### src/rtl/freq_counter_pkg.sv
// -----------------------------------------------------------------------------
// freq_counter_pkg
// Shared types and constants for the gated frequency counter.
//   BCD_W      : width of one BCD digit
//   BCD_NINE   : largest decimal digit value
//   BCD_BLANK  : display code for a blanked (suppressed) digit
//   digit_t    : one packed BCD digit
//   state_t    : measurement control states (IDLE, PRIME, MEASURE)
// -----------------------------------------------------------------------------
package freq_counter_pkg;

  localparam int BCD_W = 4;

  typedef logic [BCD_W-1:0] digit_t;

  localparam digit_t BCD_NINE  = 4'd9;
  localparam digit_t BCD_BLANK = 4'hF;

  typedef enum logic [1:0] {
    IDLE    = 2'd0,
    PRIME   = 2'd1,
    MEASURE = 2'd2
  } state_t;

endpackage

### src/rtl/bcd_digit_counter.sv
// -----------------------------------------------------------------------------
// bcd_digit_counter
// One decade (0..9) counter used as a link in a ripple-carry BCD chain.
// Ports:
//   clk_ref_in : reference clock
//   rstn_in    : asynchronous active-low reset
//   inc_in     : advance this digit by one
//   clr_in     : synchronous clear, wins over inc_in
//   digit_out  : current digit value
//   carry_out  : inc_in while the digit sits at 9 (feeds the next digit up)
// -----------------------------------------------------------------------------
module bcd_digit_counter
  import freq_counter_pkg::*;
(
  input  logic   clk_ref_in,
  input  logic   rstn_in,
  input  logic   inc_in,
  input  logic   clr_in,
  output digit_t digit_out,
  output logic   carry_out
);

  always_ff @(posedge clk_ref_in or negedge rstn_in) begin
    if (!rstn_in) begin
      digit_out <= '0;
    end else if (clr_in) begin
      digit_out <= '0;
    end else if (inc_in) begin
      digit_out <= (digit_out == BCD_NINE) ? digit_t'(0) : digit_out + 4'd1;
    end
  end

  // Carry is combinational so the whole chain resolves within one cycle.
  assign carry_out = inc_in & (digit_out == BCD_NINE);

endmodule

### src/rtl/freq_gate_counter.sv
// -----------------------------------------------------------------------------
// freq_gate_counter
// Counts rising edges of an asynchronous input over a fixed window of
// reference-clock cycles, in packed BCD, and publishes the result once per
// window with a one-cycle strobe. The first window after enable or reset is a
// priming window whose result is discarded.
//
// Parameters:
//   GATE_CYCLES : window length in clk_ref_in cycles (>= 4)
//   DIGITS      : number of BCD digits in the result
// Ports:
//   clk_ref_in       : reference clock (only clock)
//   rstn_in          : asynchronous active-low reset
//   clk_x_in         : unknown input, asynchronous to clk_ref_in
//   gate_en_in       : level-sensitive measurement enable
//   digits_out       : published packed BCD, digit 0 (units) in [3:0]
//   overflow_out     : published window exceeded 10^DIGITS-1 edges
//   result_valid_out : one-cycle strobe when digits_out/overflow_out update
//
// Build option:
//   FREQ_BLANK_LEADING_ZEROS_EN : when defined, leading zero digits above
//   digit 0 are published as 4'hF (blank). overflow_out is not affected.
// -----------------------------------------------------------------------------
module freq_gate_counter
  import freq_counter_pkg::*;
#(
  parameter int GATE_CYCLES = 50_000_000,
  parameter int DIGITS      = 8
) (
  input  logic                  clk_ref_in,
  input  logic                  rstn_in,
  input  logic                  clk_x_in,
  input  logic                  gate_en_in,
  output logic [4*DIGITS-1:0]   digits_out,
  output logic                  overflow_out,
  output logic                  result_valid_out
);

  localparam int               CNT_W = (GATE_CYCLES > 1) ? $clog2(GATE_CYCLES) : 1;
  localparam logic [CNT_W-1:0] TERM  = CNT_W'(GATE_CYCLES - 1);

  function automatic logic all_nines(input digit_t [DIGITS-1:0] d);
    logic r;
    r = 1'b1;
    for (int i = 0; i < DIGITS; i++) begin
      if (d[i] != BCD_NINE) r = 1'b0;
    end
    return r;
  endfunction

  function automatic logic [4*DIGITS-1:0] blank_leading(input digit_t [DIGITS-1:0] d);
    digit_t [DIGITS-1:0] r;
    logic                lead;
    r    = d;
    lead = 1'b1;
    for (int i = DIGITS - 1; i >= 1; i--) begin
      if (lead && (d[i] == digit_t'(0))) begin
        r[i] = BCD_BLANK;
      end else begin
        lead = 1'b0;
      end
    end
    return r;
  endfunction

  // Input synchronizer and edge detect
  logic s1, s2, prev;
  logic x_rise;

  always_ff @(posedge clk_ref_in or negedge rstn_in) begin
    if (!rstn_in) begin
      s1   <= 1'b0;
      s2   <= 1'b0;
      prev <= 1'b0;
    end else begin
      s1   <= clk_x_in;
      s2   <= s1;
      prev <= s2;
    end
  end

  assign x_rise = s2 & ~prev;

  // Control FSM and window counter
  state_t           state, state_nxt;
  logic [CNT_W-1:0] win_cnt;
  logic             active;
  logic             terminal;
  logic             publish;

  // A cleared enable takes effect in the same cycle so the aborted window
  // never reaches its terminal cycle.
  assign active   = (state != IDLE) && gate_en_in;
  assign terminal = active && (win_cnt == TERM);
  assign publish  = terminal && (state == MEASURE);

  always_ff @(posedge clk_ref_in or negedge rstn_in) begin
    if (!rstn_in) state <= IDLE;
    else          state <= state_nxt;
  end

  always_comb begin
    state_nxt = state;
    case (state)
      IDLE:    if (gate_en_in)      state_nxt = PRIME;
      PRIME:   if (!gate_en_in)     state_nxt = IDLE;
               else if (terminal)   state_nxt = MEASURE;
      MEASURE: if (!gate_en_in)     state_nxt = IDLE;
      default:                      state_nxt = IDLE;
    endcase
  end

  always_ff @(posedge clk_ref_in or negedge rstn_in) begin
    if (!rstn_in) begin
      win_cnt <= '0;
    end else if (!active || terminal) begin
      win_cnt <= '0;
    end else begin
      win_cnt <= win_cnt + 1'b1;
    end
  end

  // BCD edge counter
  digit_t [DIGITS-1:0] bcd_cur;
  digit_t [DIGITS-1:0] bcd_pub;
  logic   [DIGITS-1:0] dig_inc;
  logic   [DIGITS-1:0] dig_carry;
  logic                bcd_sat;
  logic                bcd_clr;
  logic                ovf_evt;
  logic                ovf_sticky;

  assign bcd_sat = all_nines(bcd_cur);
  // Clearing on the terminal cycle hands the next window a zero count, so an
  // edge on that cycle lands only in the closing window's published value.
  assign bcd_clr = !active || terminal;
  assign ovf_evt = active && x_rise && bcd_sat;

  always_comb begin
    dig_inc    = '0;
    dig_inc[0] = active && x_rise && !bcd_sat;
    for (int i = 1; i < DIGITS; i++) begin
      dig_inc[i] = dig_carry[i-1];
    end
  end

  for (genvar g = 0; g < DIGITS; g++) begin : g_digit
    bcd_digit_counter u_digit (
      .clk_ref_in (clk_ref_in),
      .rstn_in    (rstn_in),
      .inc_in     (dig_inc[g]),
      .clr_in     (bcd_clr),
      .digit_out  (bcd_cur[g]),
      .carry_out  (dig_carry[g])
    );
  end

  // Saturation keeps the chain from ripple-carrying out of the top digit.
  logic unused_top_carry;
  assign unused_top_carry = dig_carry[DIGITS-1];

  // Value including this cycle's edge, used when the window closes.
  always_comb begin
    bcd_pub = bcd_cur;
    for (int i = 0; i < DIGITS; i++) begin
      if (dig_inc[i]) begin
        bcd_pub[i] = (bcd_cur[i] == BCD_NINE) ? digit_t'(0) : bcd_cur[i] + 4'd1;
      end
    end
  end

  always_ff @(posedge clk_ref_in or negedge rstn_in) begin
    if (!rstn_in) begin
      ovf_sticky <= 1'b0;
    end else if (bcd_clr) begin
      ovf_sticky <= 1'b0;
    end else if (ovf_evt) begin
      ovf_sticky <= 1'b1;
    end
  end

  // Publication registers
  logic [4*DIGITS-1:0] pub_fmt;

`ifdef FREQ_BLANK_LEADING_ZEROS_EN
  assign pub_fmt = blank_leading(bcd_pub);
`else
  assign pub_fmt = bcd_pub;
  logic [4*DIGITS-1:0] unused_blank_fn;
  assign unused_blank_fn = blank_leading(bcd_pub);
`endif

  always_ff @(posedge clk_ref_in or negedge rstn_in) begin
    if (!rstn_in) begin
      digits_out       <= '0;
      overflow_out     <= 1'b0;
      result_valid_out <= 1'b0;
    end else begin
      result_valid_out <= publish;
      if (publish) begin
        digits_out   <= pub_fmt;
        overflow_out <= ovf_sticky | ovf_evt;
      end
    end
  end

endmodule

### config.mk
export PLATFORM = sky130hd
export DESIGN_NAME = freq_gate_counter
export DESIGN_NICKNAME = d
export VERILOG_FILES = /design/src/rtl/freq_counter_pkg.sv /design/src/rtl/bcd_digit_counter.sv /design/src/rtl/freq_gate_counter.sv
export SDC_FILE = /design/constraint.sdc
export NUM_CORES = 1
export LEC_CHECK = 0
export CORE_UTILIZATION = 53
export CTS_CLUSTER_DIAMETER = 50
export CTS_CLUSTER_SIZE = 40
export DETAILED_ROUTE_END_ITERATION = 12
export GPL_TIMING_DRIVEN = 0
export MAX_ROUTING_LAYER = met4
export PLACE_DENSITY = 0.82
export SYNTH_ARGS = -nofsm -noshare
export SYNTH_HDL_FRONTEND = slang
export SYNTH_SLANG_ARGS = --single-unit
### constraint.sdc
create_clock -name clk_ref_in -period 2.1 [get_ports clk_ref_in]
set_input_delay 0.525 -clock clk_ref_in [delete_from_list [all_inputs] [get_ports clk_ref_in]]
set_output_delay 0.525 -clock clk_ref_in [all_outputs]
set_load 0.02 [all_outputs]
==> impl_metrics.env, run 1 <==
export IMPL_grt_setup_unrepaired="true"
export IMPL_synth_simple_area_share_pct=28.6
export IMPL_n_antenna_cell=0
export IMPL_syn_nets=491
export IMPL_clockBufferDepth=2
export IMPL_synth_compound_area_share_pct=8.40
export IMPL_fp_coreArea_um2=8760
export IMPL_muxShareOfSynthArea_pct=1.69
export IMPL_grtUsageTotal_pct=25.6
export IMPL_drv_slew=0
export IMPL_fmax_ghz=0.468
export IMPL_cp_required_ns=2.34
export IMPL_gr_usage_met2_pct=41.9
export IMPL_synthFlopType="dfrtp_1"
export IMPL_first_global_vias=3962
export IMPL_ir_worst_vdd_uv=327
export IMPL_dp_slack_ns=-1.02
export IMPL_area_growth_pct=27.1
export IMPL_worst_setup_path_type="reg2reg"
export IMPL_port_buffers=37
export IMPL_post_dp_hpwl_um=7440
export IMPL_clk_pin_slew_ns=0.10
export IMPL_syn_instance_count=486
export IMPL_drt_iter0_markers=236
export IMPL_cap_violations=0
export IMPL_drive_gt1_share_pct=21.6
export IMPL_reg2reg_slack_ns=-0.04
export IMPL_grt_busiest_layer="met2"
export IMPL_cts_inserted_buffers=9
export IMPL_p_leak_nw=2.54
export IMPL_grtUsageMet3_pct=4.68
export IMPL_fin_nets=565
export IMPL_layout_commonest_cell="dfrtp_1"
export IMPL_fin_ws_ns=-0.0376
export IMPL_fin_cells=672
export IMPL_ys_ff_latch=98
export IMPL_met1_usage_pct=31.8
export IMPL_start_util_pct=54.9
export IMPL_hold_viol=0
export IMPL_period_needed_ns=2.14
export IMPL_avgSynthCellArea_um2=9.89
export IMPL_period_share_pct=102
export IMPL_routabilityCongestion=0.914
export IMPL_cp_arrival_ns=2.38
export IMPL_cts_root_buffer="clkbuf_8"
export IMPL_die_w_um=97.3
export IMPL_final_cell_mix="dfrtp_1 (90), nor2_1 (80), nand2_1 (44)"
export IMPL_dpl_cell_count=632
export IMPL_htreeDepth=3
export IMPL_fin_skew_ns=0.0108
export IMPL_outcome="complete, but fails checks"
export IMPL_yosys_warnings=0
export IMPL_wire_per_inst_um=18.2
export IMPL_worstSkewPairLatency_ns=0.36
export IMPL_cts_tree="built"
export IMPL_relSlewSlack_pct=65.8
export IMPL_fillers=592
export IMPL_tightestPinTransition_ns=0.512
export IMPL_path_max_fanout=6
export IMPL_routed_via_count=4069
export IMPL_avgViaCountPerCell=6.06
export IMPL_synth_edf_count=0
export IMPL_dr_pass1_iters=6
export IMPL_postSynth_asyncResetShare_pct=100
export IMPL_synthAdderAreaFrac_pct=0.260
export IMPL_antenna_found_initial=0
export IMPL_reg2regPathDepth=6
export IMPL_synth_top_family_by_area="simple AND/OR/NAND/NOR gates"
export IMPL_hold_class="in2async"
export IMPL_pin_count=38
export IMPL_drt_wl_total_um=12200
export IMPL_grt_max_degree=76
export IMPL_violations="negative setup slack"
export IMPL_critPathCaptureType="flip-flop"
export IMPL_synth_xor_area_share_pct=6.56
export IMPL_drc_errors=0
export IMPL_syn_cell_area_um2=4810
export IMPL_grt_pass1_wl_um=19000
export IMPL_finalSetupViolCount=1
export IMPL_fp_row_count=34
export IMPL_antenna_left=0
export IMPL_seq_area_frac_synth_pct=51.0
export IMPL_die_y_um=97.3
export IMPL_start_kind="flip-flop"
export IMPL_powerDensity_nw_per_um2=532
export IMPL_dieArea_um2=9460
export IMPL_cts_sinks=98
export IMPL_grt_overflow=0
export IMPL_synth_distinct_cells=55
metrics by stage:
step / util, % / area, µm² / TNS [ns] / hold slack (ns) / power [mW]
detailed placement: 60.9 / 5340 / -42.27 / 0.344 / 2.02
floorplan: - / 4810 / 0 / 0.229 / 1.96
CTS: 65.6 / 5750 / -0.00508 / 0.0610 / 3.25
finish: 69.7 / 6110 / -0.0376 / 0.0486 / 3.25
global route: 69.7 / 6110 / -0.761 / 0.0713 / 3.35
global placement: 60.6 / 5310 / -328.59 / 0.338 / 2.02
cells by family after synthesis:
| logic type | count (synthesis) |
|---|---|
| XOR/XNOR | 36 |
| adder cells (fa/ha/maj) | 1 |
| buffers and inverters | 32 |
| flip-flops | 98 |
| multiplexers | 8 |
| AO/OA/AOI/OAI | 67 |
| AND/OR/NAND/NOR | 244 |
critical path, stage by stage, from the launching register on:
cell	delay [ns]
dfrtp_2	0.42
nand2b_4	0.14
or4_4	0.63
buf_12	0.19
nor4_4	0.24
mux2i_1	0.28
a21oi_1	0.12
report_power, final:
part	switching, mW	internal (mW)
registers	0.00676	1.89
logic	0.0708	0.0280
clock network	0.647	0.610
total	0.725	2.53
routing by layer:
layer	part of all wire, %	vias to the layer above
li1	-	1842
met1	41	2010
met4	2.9	0
met2	50	181
met3	5.7	36
met5	0	-
synth_stat cells, drive strengths merged (2+ instances only):
| cell type | count | area share, % |
|---|---|---|
| o21ai | 31 | 3.2 |
| o211ai | 2 | 0.31 |
| or2 | 3 | 0.39 |
| and4bb | 3 | 0.78 |
| mux2i | 7 | 1.5 |
| nand2b | 7 | 1.1 |
| nor2b | 11 | 1.4 |
| nor3b | 4 | 0.62 |
| nand4bb | 2 | 0.47 |
| clkbuf | 3 | 0.23 |
| o21a | 3 | 0.47 |
| nor3 | 11 | 1.1 |
| and4 | 4 | 0.73 |
| or4 | 7 | 1.2 |
| nand3 | 12 | 1.2 |
| nand2 | 44 | 3.4 |
| and3 | 3 | 0.39 |
| buf | 18 | 2.4 |
| dfrtp | 98 | 51 |
| xor2 | 14 | 2.6 |
| nand3b | 8 | 1.5 |
| nor2 | 81 | 6.3 |
| o2111ai | 2 | 0.36 |
| o221ai | 2 | 0.36 |
| inv | 10 | 0.78 |
| a21oi | 12 | 1.2 |
| nor4 | 19 | 4.0 |
| xnor2 | 22 | 4.0 |
| or3b | 2 | 0.36 |
| nand4 | 12 | 1.6 |
| a31oi | 3 | 0.39 |
| and2 | 4 | 0.52 |
| o31ai | 6 | 0.94 |
| nor4bb | 5 | 1.0 |
cell type report:
cell class,instances,area [µm²],area share [%]
Timing Repair Buffer,65,636,10.4
Tap cell,108,135,2.21
Clock buffer,11,151,2.48
Buffer,19,174,2.85
Sequential cell,98,2460,40.3
Multi-Input combinational cell,356,2460,40.2
Clock inverter,4,51.3,0.839
Inverter,11,42.5,0.696
worst paths after layout:
path                                                  from                              end
max in group asynchronous                          rstn_in  g_digit[0].u_digit.digit_out[3]
max reg2reg                g_digit[0].u_digit.digit_out[2]                   digits_out[25]
min reg2reg                                             s1                               s2
max                        g_digit[0].u_digit.digit_out[2]                   digits_out[25]
min in group clk_ref_in                                 s1                               s2
min                                                rstn_in                 result_valid_out
sequential cells by signal (all words and copies together) (netlist names):
name / count
s1: 1
state: 2
overflow_out: 1
win_cnt: 26
ovf_sticky: 1
s2: 1
g_digit.u_digit.digit_out: 32
result_valid_out: 1
prev: 1
digits_out: 32
what timing repair did:
action	4_1_cts	5_1_grt
endpoints found under the setup margin	67	89
hold buffers	0	0
pin swaps	4	14
buffers inserted	10	14
gates resized for setup	31	53
cloned	0	3
Power figures use the tool's default switching activity.
==> inputs of run 2 (changes only) <==
Settings changed: CELL_PAD_IN_SITES_DETAIL_PLACEMENT from default to 1, CELL_PAD_IN_SITES_GLOBAL_PLACEMENT from default to 2, CORE_UTILIZATION 53 to 34, SYNTH_HIERARCHICAL from default to 1.
==> run 2 against run 1 <==
Against the previous run:
- synthesized cell count is 16% higher
- clock skew fell by 0.0043 ns
- clock power rose by 45%
- hold slack improved by 0.055 ns
- power up 18%
- die area is 71% higher
- sequential share of layout area fell by 7.7 points
- routed wire length increased by 38%
- the run still ends with negative setup slack left
==> impl_metrics.env, run 2 <==
export IMPL_worst_setup_path_type="reg2reg"
export IMPL_syn_nets=583
export IMPL_wl_met1_um=7190
export IMPL_cts_hold_buf=0
export IMPL_outcome="complete, but fails checks"
export IMPL_violations="negative setup slack"
export IMPL_hold_class="in2async"
export IMPL_finalSetupViolCount=58
export IMPL_die_w_um=127
export IMPL_cp_required_ns=2.34
export IMPL_cp_common_cell="inv_2"
export IMPL_antenna_found_initial=0
export IMPL_cts_sinks=98
export IMPL_clockBufferDepth=2
export IMPL_dpl_cell_count=811
export IMPL_cts_tree="built"
export IMPL_hold_ws_ns=0.103
export IMPL_fp_coreArea_um2=15300
export IMPL_ir_worst_vdd_uv=448
export IMPL_drt_iter0_markers=183
export IMPL_grt_max_degree=70
export IMPL_routabilityCongestion=0.787
export IMPL_cts_inserted_buffers=9
export IMPL_slowest_delay_ns=0.44
export IMPL_top_layer="met4"
export IMPL_area_growth_pct=43.7
export IMPL_crit_slowest_cell="dfrtp_2"
export IMPL_dieArea_um2=16200
export IMPL_fin_cells=913
export IMPL_final_cell_mix="buf_4 (72), dfrtp_1 (66), nand2_1 (63)"
export IMPL_fin_ws_ns=-0.947
export IMPL_dr_pass1_iters=5
export IMPL_tightestPinTransition_ns=0.729
export IMPL_htreeDepth=3
export IMPL_grt_overflow=0
export IMPL_avgSynthCellArea_um2=9.48
export IMPL_syn_cell_area_um2=5330
export IMPL_fillers=1660
export IMPL_wire_per_inst_um=18.5
export IMPL_cp_arrival_ns=3.29
export IMPL_rr_startpoint="g_digit[4].u_digit/digit_out[1]"
export IMPL_avgViaCountPerCell=5.29
export IMPL_hold_viol=0
export IMPL_critPathCaptureType="flip-flop"
export IMPL_syn_instance_count=562
export IMPL_multi_input_area_um2=3240
export IMPL_tns_ns=-30.34
export IMPL_n_antenna_cell=0
export IMPL_grt_pass1_wl_um=26900
export IMPL_wl_met2_um=8900
export IMPL_regArea_um2=2490
export IMPL_first_global_vias=5052
export IMPL_drv_slew=0
export IMPL_path_max_fanout=3
export IMPL_cts_root_buffer="clkbuf_16"
export IMPL_fin_skew_ns=0.00643
export IMPL_drt_wl_total_um=16900
export IMPL_wl_met3_um=429
export IMPL_fmax_ghz=0.328
export IMPL_die_y_um=127
export IMPL_pin_count=38
export IMPL_clk_pin_slew_ns=0.07
export IMPL_yosys_warnings=6
export IMPL_drc_errors=0
export IMPL_port_buffers=37
export IMPL_path_cells="nor4bb_4, nand4_1, o31ai_4, inv_2, inv_2, nor2_4, inv_2, nor2_4, inv_2, nor2_4, inv_2, nor2_4, inv_2, nor2_4, inv_2, nor2_4, buf_4, buf_4, and4b_2, o21ai_2, a21oi_1"
export IMPL_period_needed_ns=3.05
export IMPL_crit_start="g_digit[4].u_digit/digit_out[1]"
export IMPL_grt_setup_unrepaired="true"
export IMPL_reg_largest_list="digits_out: 32 flops, g_digit.u_digit/digit_out: 32 flops, win_cnt: 26 flops"
export IMPL_post_dp_hpwl_um=9560
export IMPL_grtUsageTotal_pct=22.2
export IMPL_worstSkewPairLatency_ns=0.36
export IMPL_fp_row_count=45
export IMPL_fin_nets=718
export IMPL_period_share_pct=145
export IMPL_drive_gt1_share_pct=37.6
export IMPL_start_util_pct=34.9
export IMPL_p_leak_nw=3.12
export IMPL_antenna_left=0
export IMPL_relSlewSlack_pct=51.0
export IMPL_routed_via_count=4826
export IMPL_start_kind="flip-flop"
export IMPL_powerDensity_nw_per_um2=502
export IMPL_cap_violations=0
export IMPL_power_mw=3.84
export IMPL_layout_commonest_cell="buf_4"
-- run 2: through the flow --
stage,utilization [%],setup slack [ns],cell area (µm²)
after global placement,39.7,-3.32,6060
after CTS,47.0,-0.966,7170
final,50.2,-0.947,7660
after floorplan,-,-1.30,5420
after detailed placement,39.9,-2.65,6080
after global routing,50.2,-1.13,7660
-- run 2: layout make-up --
type / count / share of cell area [%]
repair buffers: 123 / 15.1
multi-input cells: 434 / 42.3
clock inverters: 4 / 0.964
plain buffers: 10 / 1.34
clock buffers: 12 / 3.22
flip-flops and latches: 98 / 32.6
well taps: 211 / 3.45
inverters: 21 / 1.03
-- run 2: where the power goes --
group | internal [mW] | switching (mW)
logic | 0.0347 | 0.0810
clock network | 1.08 | 0.747
registers | 1.89 | 0.00634
-- run 2: what timing repair did --
| item | CTS | global route |
|---|---|---|
| endpoints found under the setup margin | 85 | 80 |
| pin swaps | 38 | 68 |
| gates cloned | 3 | 1 |
| buffers inserted | 60 | 38 |
| gates resized for setup | 86 | 73 |
-- run 2: per-layer routing --
layer  global-route usage (%)  up-vias
met1                     26.1     2477
met2                     38.6       70
met4                     7.63        0
met3                     3.77       23
met5                        -        -
li1                         -     2256
-- run 2: worst paths after layout --
check                      cells past startpoint  slack, ns                               to
max                                           21      -0.95  g_digit[6].u_digit/digit_out[3]
min                                            1       0.10  g_digit[0].u_digit/digit_out[0]
max reg2reg                                   21      -0.95  g_digit[6].u_digit/digit_out[3]
min reg2reg                                    0       0.39                               s2
max in group asynchronous                      2       1.28  g_digit[3].u_digit/digit_out[2]
min in group clk_ref_in                        0       0.39                               s2
-- run 2: worst max-delay path, delay by kind of cell, from the launching register on --
kind	cells	cell delay (ns)
DFF	1	0.44
and+or+nand+nor	9	1.09
AOI/OAI and AO/OA	3	0.52
buffers and inverters	9	0.88
